--- src/rtl/status_register_stack.sv ---
// status_register_stack
// Condition-flag register {N,Z,C,V} fed from the ALU, with a DEPTH-entry LIFO
// of saved flag sets for call/interrupt save-restore, and a branch-condition
// evaluator working on the registered flags.
// Optional build macro: SR_STICKY_OVF_EN adds a sticky overflow flag that is
// cleared by clrSticky. Without it stickyV is tied low and clrSticky is ignored.

module status_register_stack #(
    parameter int WIDTH = 16,
    parameter int DEPTH = 4,
    localparam int PW = $clog2(DEPTH + 1)
) (
    input  logic             CLK,
    input  logic             reset,
    input  logic [WIDTH-1:0] aluResult,
    input  logic             carryIn,
    input  logic             ovfIn,
    input  logic             SRw,
    input  logic             push,
    input  logic             pop,
    input  logic             clrSticky,
    input  logic [2:0]       cond,
    output logic [3:0]       flags,
    output logic             condTrue,
    output logic [PW-1:0]    stackCount,
    output logic             stackFull,
    output logic             stackEmpty,
    output logic             stackErr,
    output logic             stickyV
);

    localparam int IW = (DEPTH > 1) ? $clog2(DEPTH) : 1;

    logic [3:0]    flags_q, flags_d;
    logic [PW-1:0] count_q, count_d;
    logic          err_q, err_d;
    logic [3:0]    stack_q [DEPTH];

    logic [3:0]    aluFlags;
    logic          isFull, isEmpty;
    logic          pushOnly, popOnly;
    logic [IW-1:0] pushIdx, popIdx;

    assign aluFlags = {aluResult[WIDTH-1], (aluResult == '0), carryIn, ovfIn};
    assign isFull   = (count_q == PW'(DEPTH));
    assign isEmpty  = (count_q == '0);
    assign pushOnly = push & ~pop;
    assign popOnly  = pop & ~push;
    assign pushIdx  = IW'(count_q);
    assign popIdx   = IW'(count_q - PW'(1));

    // Next-state for flags, stack depth and the stack error bit; pop beats SRw.
    always_comb begin
        flags_d = flags_q;
        count_d = count_q;
        err_d   = err_q;
        if (pushOnly) begin
            if (!isFull) begin
                count_d = count_q + PW'(1);
            end else begin
                err_d = 1'b1;
            end
            if (SRw) begin
                flags_d = aluFlags;
            end
        end else if (popOnly) begin
            if (!isEmpty) begin
                flags_d = stack_q[popIdx];
                count_d = count_q - PW'(1);
            end else begin
                err_d = 1'b1;
            end
        end else if (SRw) begin
            flags_d = aluFlags;
        end
    end

    // Control state register with synchronous reset.
    always_ff @(posedge CLK) begin
        if (reset) begin
            flags_q <= 4'b0000;
            count_q <= '0;
            err_q   <= 1'b0;
        end else begin
            flags_q <= flags_d;
            count_q <= count_d;
            err_q   <= err_d;
        end
    end

    // Stack storage saves the pre-update flags; contents need no reset.
    always_ff @(posedge CLK) begin
        if (!reset && pushOnly && !isFull) begin
            stack_q[pushIdx] <= flags_q;
        end
    end

`ifdef SR_STICKY_OVF_EN
    logic sticky_q;

    // Sticky overflow: a set in the same cycle as a clear wins.
    always_ff @(posedge CLK) begin
        if (reset) begin
            sticky_q <= 1'b0;
        end else if (SRw && ovfIn && !pop) begin
            sticky_q <= 1'b1;
        end else if (clrSticky) begin
            sticky_q <= 1'b0;
        end
    end

    assign stickyV = sticky_q;
`else
    logic unusedClrSticky;
    assign unusedClrSticky = clrSticky;
    assign stickyV         = 1'b0;
`endif

    // Branch condition decode on the registered flags only, no bypass.
    always_comb begin
        condTrue = 1'b0;
        case (cond)
            3'b000: condTrue = 1'b1;
            3'b001: condTrue = flags_q[2];
            3'b010: condTrue = ~flags_q[2];
            3'b011: condTrue = flags_q[3] ^ flags_q[0];
            3'b100: condTrue = ~(flags_q[3] ^ flags_q[0]);
            3'b101: condTrue = ~flags_q[2] & ~(flags_q[3] ^ flags_q[0]);
            3'b110: condTrue = flags_q[2] | (flags_q[3] ^ flags_q[0]);
            3'b111: condTrue = flags_q[1];
            default: condTrue = 1'b0;
        endcase
    end

    assign flags      = flags_q;
    assign stackCount = count_q;
    assign stackFull  = isFull;
    assign stackEmpty = isEmpty;
    assign stackErr   = err_q;

endmodule
--- config.mk ---
export PLATFORM = sky130hd
export DESIGN_NAME = status_register_stack
export DESIGN_NICKNAME = d
export VERILOG_FILES = /design/src/rtl/status_register_stack.sv
export SDC_FILE = /design/constraint.sdc
export NUM_CORES = 1
export LEC_CHECK = 0
export CAP_MARGIN = 20
export CORE_ASPECT_RATIO = 2
export CORE_MARGIN = 2
export CORE_UTILIZATION = 41
export DETAILED_ROUTE_END_ITERATION = 10
export PLACE_DENSITY = 0.75
export SLEW_MARGIN = 20
export SYNTH_ARGS = -nofsm -noshare
export SYNTH_HDL_FRONTEND = slang
export SYNTH_SLANG_ARGS = --single-unit
--- constraint.sdc ---
create_clock -name CLK -period 1.65 [get_ports CLK]
set_input_delay 0.33 -clock CLK [delete_from_list [all_inputs] [get_ports CLK]]
set_output_delay 0.33 -clock CLK [all_outputs]
set_load 0.01 [all_outputs]
==> flow_summary.html, run 1 <==
<table>
<tr><th>Metric</th><th>Value</th></tr>
<tr><th colspan="2">Status</th></tr>
<tr><td>Result of the run</td><td>finished with violations</td></tr>
<tr><td>Violations in the final reports</td><td>setup timing</td></tr>
<tr><th colspan="2">Yosys</th></tr>
<tr><td>Yosys warns</td><td>0</td></tr>
<tr><td>Mapped Avg Cell Area</td><td>approximately 12 sq um</td></tr>
<tr><td>Number of distinct library cells after synthesis</td><td>34</td></tr>
<tr><td>Ys flop type</td><td>sky130_fd_sc_hd__edfxtp_1</td></tr>
<tr><td>Largest area contributor in the synthesized netlist</td><td>sky130_fd_sc_hd__edfxtp_1</td></tr>
<tr><td>EDFF count, synth</td><td>16</td></tr>
<tr><td>Number of register bits inferred by synthesis</td><td>24</td></tr>
<tr><td>Main area contributors after synthesis</td><td>sky130_fd_sc_hd__edfxtp_1 (38%), sky130_fd_sc_hd__dfxtp_1 (13%), sky130_fd_sc_hd__mux4_2 (7.2%)</td></tr>
<tr><td>Post-synthesis cell count</td><td>~110</td></tr>
<tr><td>Top-area cell type share of the netlist area</td><td>0.383</td></tr>
<tr><td>Netlist area before placement</td><td>around 1300 sq um</td></tr>
<tr><td>Fraction of the yosys area taken by sequential cells</td><td>0.510</td></tr>
<tr><td>Synthesized netlist net count</td><td>139</td></tr>
<tr><td>Post-synth ARST share</td><td>0</td></tr>
<tr><th colspan="2">Placement</th></tr>
<tr><td>RD Place Congestion</td><td>0.860</td></tr>
<tr><td>Placed cells</td><td>approximately 190</td></tr>
<tr><td>Port buffer count</td><td>36</td></tr>
<tr><td>HPWL reported at the end of detailed placement</td><td>around 2600 um</td></tr>
<tr><th colspan="2">Min path</th></tr>
<tr><td>Tightest Hold Check Type</td><td>register to register</td></tr>
<tr><td>Source of the worst hold timing path</td><td>stackErr</td></tr>
<tr><th colspan="2">Global route</th></tr>
<tr><td>Wire length of the first global-routing pass</td><td>a little over 5000 um</td></tr>
<tr><td>Maximum number of pins on one net before global-route repair</td><td>14</td></tr>
<tr><td>Global routing met2 resource utilization</td><td>0.403</td></tr>
<tr><td>Vias in the first global route</td><td>1088</td></tr>
<tr><td>Layer with the highest usage after global routing</td><td>met2</td></tr>
<tr><td>Global-route usage over all layers</td><td>0.197</td></tr>
<tr><td>Number of antenna violations at the first check in global routing</td><td>0</td></tr>
<tr><td>Residual overflow from global routing</td><td>0</td></tr>
<tr><td>M1 GR Usage</td><td>0.183</td></tr>
<tr><td>Met3 demand-to-capacity share in global routing</td><td>0.0283</td></tr>
<tr><th colspan="2">STA</th></tr>
<tr><td>Setup-violating endpoint count in the final report</td><td>1</td></tr>
<tr><td>Post-route setup slack</td><td>-0.103 ns</td></tr>
<tr><td>Unrepaired setup endpoints after global routing</td><td>yes</td></tr>
<tr><td>Fmax</td><td>~0.57 GHz</td></tr>
<tr><td>Endpoints failing hold</td><td>0</td></tr>
<tr><td>Number of pins exceeding their max-slew limit in the final report</td><td>0</td></tr>
<tr><td>Final worst path period need</td><td>~1.8 ns</td></tr>
<tr><td>Final-layout worst hold slack</td><td>just over 0.5 ns</td></tr>
<tr><td>Final Cycle Share</td><td>1.06</td></tr>
<tr><td>Setup skew after layout</td><td>0.00467 ns</td></tr>
<tr><th colspan="2">Critical path</th></tr>
<tr><td>Data arrival time at the worst-slack endpoint</td><td>about 1.4 ns</td></tr>
<tr><td>Nature of the critical path endpoint</td><td>output pin</td></tr>
<tr><td>Worst Path Required</td><td>approximately 1.3 ns</td></tr>
<tr><td>Startpoint type of the worst setup path</td><td>register</td></tr>
<tr><td>Type of the setup path with the least slack</td><td>register to output pin</td></tr>
<tr><td>Reg-to-reg startpoint</td><td>stackCount[0]</td></tr>
<tr><td>Worst setup path start</td><td>flags[0]</td></tr>
<tr><td>Crit-path max FO</td><td>4</td></tr>
<tr><th colspan="2">Power</th></tr>
<tr><td>Leakage power total</td><td>~0.8 nW</td></tr>
<tr><td>Peak supply drop</td><td>1.24 mV</td></tr>
<tr><td>Pwr dens</td><td>between 1000 and 1500 nW/um^2</td></tr>
<tr><th colspan="2">Die</th></tr>
<tr><td>Initial Util</td><td>0.426</td></tr>
<tr><td>Total die area</td><td>between 3000 and 4000 sq um</td></tr>
<tr><td>Die span in x</td><td>about 43 um</td></tr>
<tr><td>Number of placement rows</td><td>28</td></tr>
<tr><td>DIE HEIGHT</td><td>a little over 80 um</td></tr>
<tr><td>Number of primary I/O pins</td><td>39</td></tr>
<tr><td>Area of the core</td><td>about 2900 sq um</td></tr>
<tr><th colspan="2">Finish</th></tr>
<tr><td>Layout cell share with drive strength beyond 1</td><td>0.316</td></tr>
<tr><td>Signed area change from the synthesized netlist to the final layout</td><td>54.3%</td></tr>
<tr><td>Most frequent cells in the layout</td><td>sky130_fd_sc_hd__clkdlybuf4s50_1 (23), sky130_fd_sc_hd__buf_4 (17), sky130_fd_sc_hd__edfxtp_1 (16)</td></tr>
<tr><td>Post-route insts no fill</td><td>around 190</td></tr>
<tr><td>Most frequent standard cell in the layout excluding fill and tap cells</td><td>sky130_fd_sc_hd__clkdlybuf4s50_1</td></tr>
<tr><td>Diode insertion count for antenna repair</td><td>0</td></tr>
<tr><td>Net count of the finished layout</td><td>around 190</td></tr>
<tr><th colspan="2">Clock tree</th></tr>
<tr><td>Worst-Skew Late Latency</td><td>between 0.2 and 0.3 ns</td></tr>
<tr><td>H-tree level count</td><td>1</td></tr>
<tr><td>Clk sinks</td><td>24</td></tr>
<tr><td>Number of hold buffers added after cts</td><td>0</td></tr>
<tr><td>TritonCTS clock tree</td><td>built</td></tr>
<tr><td>CTS clk-pin slew, worst paths</td><td>about 0.080 ns</td></tr>
<tr><td>CTS Buf Count</td><td>3</td></tr>
<tr><td>CTS max path bufs</td><td>2</td></tr>
<tr><td>Cell chosen for the clock root</td><td>sky130_fd_sc_hd__clkbuf_8</td></tr>
<tr><td>Post-CTS setup buffer count</td><td>0</td></tr>
<tr><th colspan="2">Routing</th></tr>
<tr><td>Detailed Routing Iterations Pass 1</td><td>4</td></tr>
<tr><td>Antenna viol nets, final</td><td>0</td></tr>
<tr><td>DRC violations left</td><td>0</td></tr>
<tr><td>Total number of vias</td><td>between 1k and 1.5k</td></tr>
<tr><td>Post-detailed-route via-to-cell ratio</td><td>5.43</td></tr>
<tr><td>Routed WL per cell</td><td>between 15 and 20 um</td></tr>
<tr><td>Drt initial violations</td><td>6</td></tr>
<tr><td>Total detailed-routing wirelength</td><td>~3200 um</td></tr>
<tr><th colspan="2">Flow run</th></tr>
<tr><td>Number of max-capacitance violations reported</td><td>0</td></tr>
</table>
worst max-delay path: stages, from the launching register on:
cell and delay (ns):
sky130_fd_sc_hd__dfxtp_4 0.37, sky130_fd_sc_hd__xor2_4 0.21, sky130_fd_sc_hd__a211oi_2 0.23, sky130_fd_sc_hd__o21ai_1 0.08, sky130_fd_sc_hd__and3_1 0.15, sky130_fd_sc_hd__buf_2 0.13
synth_stat cells (2+ instances only):
cell type                   n
sky130_fd_sc_hd__dfxtp_1    8
sky130_fd_sc_hd__a31oi_1    2
sky130_fd_sc_hd__nor4_1     3
sky130_fd_sc_hd__nand2_1    8
sky130_fd_sc_hd__nor2_1     5
sky130_fd_sc_hd__mux4_2     4
sky130_fd_sc_hd__and2_1     5
sky130_fd_sc_hd__a311oi_1   3
sky130_fd_sc_hd__mux2i_1    2
sky130_fd_sc_hd__nor2b_1    4
sky130_fd_sc_hd__ha_1       7
sky130_fd_sc_hd__a211oi_1   4
sky130_fd_sc_hd__nand2b_1   3
sky130_fd_sc_hd__edfxtp_1  16
sky130_fd_sc_hd__inv_1      7
sky130_fd_sc_hd__nand3b_1   2
sky130_fd_sc_hd__buf_4      2
sky130_fd_sc_hd__xnor2_1    4
registers in the layout (all words and copies together) (netlist names):
name,cells
stack_q,16
stackCount,3
flags,4
stackErr,1
through the flow:
stage	cell area (sq um)	setup TNS, ns	worst slack, ns	total power, mW	utilization
after detailed placement	1800	-6.24	-0.554	2.14	0.613
after global placement	1800	-5.38	-0.509	2.08	0.613
after global routing	1940	-0.199	-0.199	2.63	0.658
after CTS	1860	-0.163	-0.163	2.47	0.633
after floorplan	1300	0	0.00773	1.54	-
final	1940	-0.103	-0.103	2.45	0.658
where the power goes:
| part | switching, mW | internal, mW | total, mW |
|---|---|---|---|
| Clock | 0.173 | 0.172 | 0.345 |
| Sequential | 0.0601 | 0.739 | 0.799 |
| Combinational | 0.605 | 0.703 | 1.31 |
cells by family after synthesis:
family                     Yosys count  synth area share
DFF                                 24             0.510
muxes                                6            0.0877
xor gates and xnor gates             5            0.0349
AOI/OAI and AO/OA                   15            0.0927
adders and majority gates            7            0.0698
buffers and inverters               11            0.0399
and+or+nand+nor                     36             0.162
other                                1           0.00299
layer usage:
metal | up-vias | share of wire
li1 | 491 | -
met1 | 491 | 0.32
met2 | 34 | 0.61
met3 | 4 | 0.059
met4 | 0 | 0.0096
met5 | - | 0
final timing paths:
path | cells after the start | end | slack, ns
min | 2 | stackErr | 0.51
max reg2reg | 5 | stack_q[0][3] | 0.14
max | 5 | condTrue | -0.10
min reg2reg | 2 | stackErr | 0.51
layout make-up:
type | instances | area [sq um]
clock buffer | 4 | 45.0
fill | 236 | 1010
inverter | 7 | 26.3
multi-input combinational | 70 | 677
sequential | 24 | 656
tap | 30 | 37.5
timing repair buffer | 53 | 495
timing repair:
action,in CTS,in global routing
setup endpoints to repair,8,17
pin swaps,4,7
resized for setup,16,25
gates cloned,0,0
hold endpoints to repair,0,0
No activity file was read; power rests on OpenSTA's default activity.
==> run 2, diff against run 1 <==
--- a/config.mk
+++ b/config.mk
@@ -6,11 +6,11 @@
 export NUM_CORES = 1
 export LEC_CHECK = 0
 export CAP_MARGIN = 20
-export CORE_ASPECT_RATIO = 2
 export CORE_MARGIN = 2
-export CORE_UTILIZATION = 41
+export CORE_UTILIZATION = 55
 export DETAILED_ROUTE_END_ITERATION = 10
-export PLACE_DENSITY = 0.75
+export DONT_BUFFER_PORTS = 1
+export PLACE_DENSITY = 0.73
 export SLEW_MARGIN = 20
 export SYNTH_ARGS = -nofsm -noshare
 export SYNTH_HDL_FRONTEND = slang
==> flow_summary.html, run 2 (synthesis results as in run 1) <==
<table>
<tr><th>Metric</th><th>Value</th></tr>
<tr><th colspan="2">Routing</th></tr>
<tr><td>Antenna viol nets, final</td><td>0</td></tr>
<tr><td>Detailed Routing Iterations Pass 1</td><td>4</td></tr>
<tr><td>Drt initial violations</td><td>18</td></tr>
<tr><td>DRC violations left</td><td>0</td></tr>
<tr><td>Post-detailed-route via-to-cell ratio</td><td>5.87</td></tr>
<tr><td>Routed WL per cell</td><td>between 15 and 20 um</td></tr>
<tr><td>Total detailed-routing wirelength</td><td>approximately 2400 um</td></tr>
<tr><td>Total number of vias</td><td>828</td></tr>
<tr><th colspan="2">STA</th></tr>
<tr><td>Total negative setup slack</td><td>-0.0545 ns</td></tr>
<tr><td>Fmax</td><td>0.587 GHz</td></tr>
<tr><td>Setup-violating endpoint count in the final report</td><td>1</td></tr>
<tr><td>Number of pins exceeding their max-slew limit in the final report</td><td>0</td></tr>
<tr><td>Final Cycle Share</td><td>1.03</td></tr>
<tr><td>Unrepaired setup endpoints after global routing</td><td>yes</td></tr>
<tr><td>Final worst path period need</td><td>approximately 1.7 ns</td></tr>
<tr><td>Setup skew after layout</td><td>between 0.005 and 0.006 ns</td></tr>
<tr><td>Endpoints failing hold</td><td>0</td></tr>
<tr><td>Post-route setup slack</td><td>-0.0545 ns</td></tr>
<tr><th colspan="2">Global route</th></tr>
<tr><td>Global-route usage over all layers</td><td>0.193</td></tr>
<tr><td>Residual overflow from global routing</td><td>0</td></tr>
<tr><td>Number of antenna violations at the first check in global routing</td><td>0</td></tr>
<tr><td>Maximum number of pins on one net before global-route repair</td><td>15</td></tr>
<tr><td>Vias in the first global route</td><td>between 800 and 900</td></tr>
<tr><td>Wire length of the first global-routing pass</td><td>about 3700 um</td></tr>
<tr><th colspan="2">Min path</th></tr>
<tr><td>Number of cells on the worst hold path</td><td>1</td></tr>
<tr><td>Tightest Hold Check Type</td><td>input port to register</td></tr>
<tr><td>Source of the worst hold timing path</td><td>reset</td></tr>
<tr><td>Endpoint of the worst hold-timing path</td><td>flags[3]</td></tr>
<tr><th colspan="2">Power</th></tr>
<tr><td>Clock network fraction of design power</td><td>0.195</td></tr>
<tr><td>Pwr dens</td><td>between 1000 and 1500 nW/um^2</td></tr>
<tr><td>Cell-internal power</td><td>~1.4 mW</td></tr>
<tr><td>Leakage power total</td><td>0.512 nW</td></tr>
<tr><td>Peak supply drop</td><td>between 1 and 1.5 mV</td></tr>
<tr><td>Fraction of power spent switching nets</td><td>0.342</td></tr>
<tr><td>Part of the total power dissipated in combinational logic</td><td>0.437</td></tr>
<tr><td>Sequential power share</td><td>0.368</td></tr>
<tr><td>Sw Pwr</td><td>0.745 mW</td></tr>
<tr><th colspan="2">Clock tree</th></tr>
<tr><td>Cell chosen for the clock root</td><td>sky130_fd_sc_hd__clkbuf_4</td></tr>
<tr><td>CTS clk-pin slew, worst paths</td><td>between 0.1 and 0.15 ns</td></tr>
<tr><td>TritonCTS clock tree</td><td>built</td></tr>
<tr><td>CTS max path bufs</td><td>2</td></tr>
<tr><td>Number of hold buffers added after cts</td><td>0</td></tr>
<tr><td>Clk sinks</td><td>24</td></tr>
<tr><td>Worst-Skew Late Latency</td><td>roughly 0.31 ns</td></tr>
<tr><td>CTS Buf Count</td><td>3</td></tr>
<tr><td>Post-CTS setup buffer count</td><td>0</td></tr>
<tr><td>H-tree level count</td><td>1</td></tr>
<tr><th colspan="2">Finish</th></tr>
<tr><td>Layout cell share with drive strength beyond 1</td><td>0.310</td></tr>
<tr><td>Final cell utilization of the core</td><td>0.663</td></tr>
<tr><td>Diode insertion count for antenna repair</td><td>0</td></tr>
<tr><td>Post-route insts no fill</td><td>between 100 and 150</td></tr>
<tr><td>Most frequent cells in the layout</td><td>sky130_fd_sc_hd__edfxtp_1 (16), sky130_fd_sc_hd__nand2_1 (8), sky130_fd_sc_hd__buf_4 (8)</td></tr>
<tr><td>Register containing the most flip-flops in the final layout</td><td>stack_q</td></tr>
<tr><td>Most frequent standard cell in the layout excluding fill and tap cells</td><td>sky130_fd_sc_hd__edfxtp_1</td></tr>
<tr><td>Signed area change from the synthesized netlist to the final layout</td><td>15.8%</td></tr>
<tr><td>Cell area after layout</td><td>about 1500 sq um</td></tr>
<tr><td>Max FFs per register</td><td>16</td></tr>
<tr><td>Net count of the finished layout</td><td>about 150</td></tr>
<tr><th colspan="2">Critical path</th></tr>
<tr><td>Worst r2r dst</td><td>stack_q[0][0]</td></tr>
<tr><td>Crit-path max FO</td><td>4</td></tr>
<tr><td>Minimum setup slack among reg-to-reg paths</td><td>about 0.1 ns</td></tr>
<tr><td>Data arrival time at the worst-slack endpoint</td><td>1.37 ns</td></tr>
<tr><td>Startpoint type of the worst setup path</td><td>register</td></tr>
<tr><td>Worst Path Required</td><td>around 1.3 ns</td></tr>
<tr><td>Reg-to-reg startpoint</td><td>stackCount[1]</td></tr>
<tr><td>Worst r2r path cells</td><td>5</td></tr>
<tr><td>Nature of the critical path endpoint</td><td>output pin</td></tr>
<tr><td>Type of the setup path with the least slack</td><td>register to output pin</td></tr>
<tr><th colspan="2">Status</th></tr>
<tr><td>Result of the run</td><td>finished with violations</td></tr>
<tr><td>Violations in the final reports</td><td>setup timing</td></tr>
<tr><th colspan="2">Flow run</th></tr>
<tr><td>Number of max-capacitance violations reported</td><td>0</td></tr>
<tr><th colspan="2">Die</th></tr>
<tr><td>Number of primary I/O pins</td><td>39</td></tr>
<tr><td>Area of the core</td><td>2190 sq um</td></tr>
<tr><td>Number of placement rows</td><td>17</td></tr>
<tr><td>Die span in x</td><td>roughly 52 um</td></tr>
<tr><td>Total die area</td><td>2680 sq um</td></tr>
<tr><td>Initial Util</td><td>0.573</td></tr>
<tr><td>DIE HEIGHT</td><td>51.8 um</td></tr>
<tr><th colspan="2">Placement</th></tr>
<tr><td>Area post-placement</td><td>between 1000 and 1500 sq um</td></tr>
<tr><td>Port buffer count</td><td>0</td></tr>
<tr><td>RD Place Congestion</td><td>about 0.74</td></tr>
<tr><td>Placed cells</td><td>around 140</td></tr>
<tr><td>HPWL reported at the end of detailed placement</td><td>~1800 um</td></tr>
</table>
[run 2: cell types whose count changed in the layout (fill, tap and decap cells not counted), sizes merged]
cell and change:
clkdlybuf4s15 -1, clkdlybuf4s50 -23, bufinv +1, dlygate4sd2 -2, dlymetal6s2s -8, clkbuf -2, buf -10
[run 2: cell type report]
class	instances	area, sq um
clock inverters	1	30.0
fillers	169	738
well taps	28	35.0
inverters	7	26.3
multi-input cells	70	627
repair buffers	8	60.1
clock buffers	3	22.5
flip-flops and latches	24	652
[run 2: per-layer routing]
layer / track usage / up-vias / wire length [um] / part of all wire
met4: 0.0395 / 0 / 10 / 0.0042
met1: 0.251 / 398 / 1020 / 0.43
met2: 0.333 / 29 / 1200 / 0.51
met5: 0 / - / 0 / 0
li1: - / 399 / - / -
met3: 0.0402 / 2 / 135 / 0.057
[run 2: how the worst max path moves through the flow]
| stage | cells past startpoint | start | slack [ns] | end |
|---|---|---|---|---|
| 2_1_floorplan | 6 | stackCount[0] | 0.008 | stack_q[0][0] |
| 3_5_place_dp | 5 | stackCount[0] | 0.09 | stack_q[2][1] |
| 6_report | 4 | flags[0] | -0.05 | condTrue |
| 5_1_grt | 4 | flags[0] | -0.14 | condTrue |
| 4_1_cts | 4 | flags[0] | -0.06 | condTrue |
| 3_3_place_gp | 5 | stackCount[0] | 0.12 | stack_q[0][1] |
[run 2: repair_timing]
item | in CTS | in global routing
endpoints found under the hold margin | 0 | 0
endpoints found under the setup margin | 2 | 3
pin swaps | 2 | 0
gates resized for setup | 9 | 3
[run 2: stage by stage]
| stage | total power, mW | hold slack (ns) | setup slack, ns |
|---|---|---|---|
| floorplan | 1.54 | 0.505 | 0.00773 |
| CTS | 2.18 | 0.0573 | -0.0617 |
| global placement | 1.71 | 0.397 | 0.124 |
| detailed placement | 1.73 | 0.397 | 0.0873 |
| finish | 2.18 | 0.0589 | -0.0545 |
| global route | 2.32 | 0.0405 | -0.141 |
[run 2: power by group through the flow]
stage          clock, mW  combinational [mW]  sequential [mW]
4_1_cts            0.428               0.958            0.797
3_3_place_gp           0               0.906            0.802
6_report           0.425               0.951            0.802
2_1_floorplan          0               0.709            0.834
5_1_grt            0.454                1.05            0.813
3_5_place_dp           0               0.923            0.805
[run 2: critical path, stage by stage, from the launching register on]
cell,delay [ns]
sky130_fd_sc_hd__dfxtp_4,0.39
sky130_fd_sc_hd__xor2_4,0.19
sky130_fd_sc_hd__o31ai_1,0.19
sky130_fd_sc_hd__a31oi_1,0.10
sky130_fd_sc_hd__and3_1,0.20
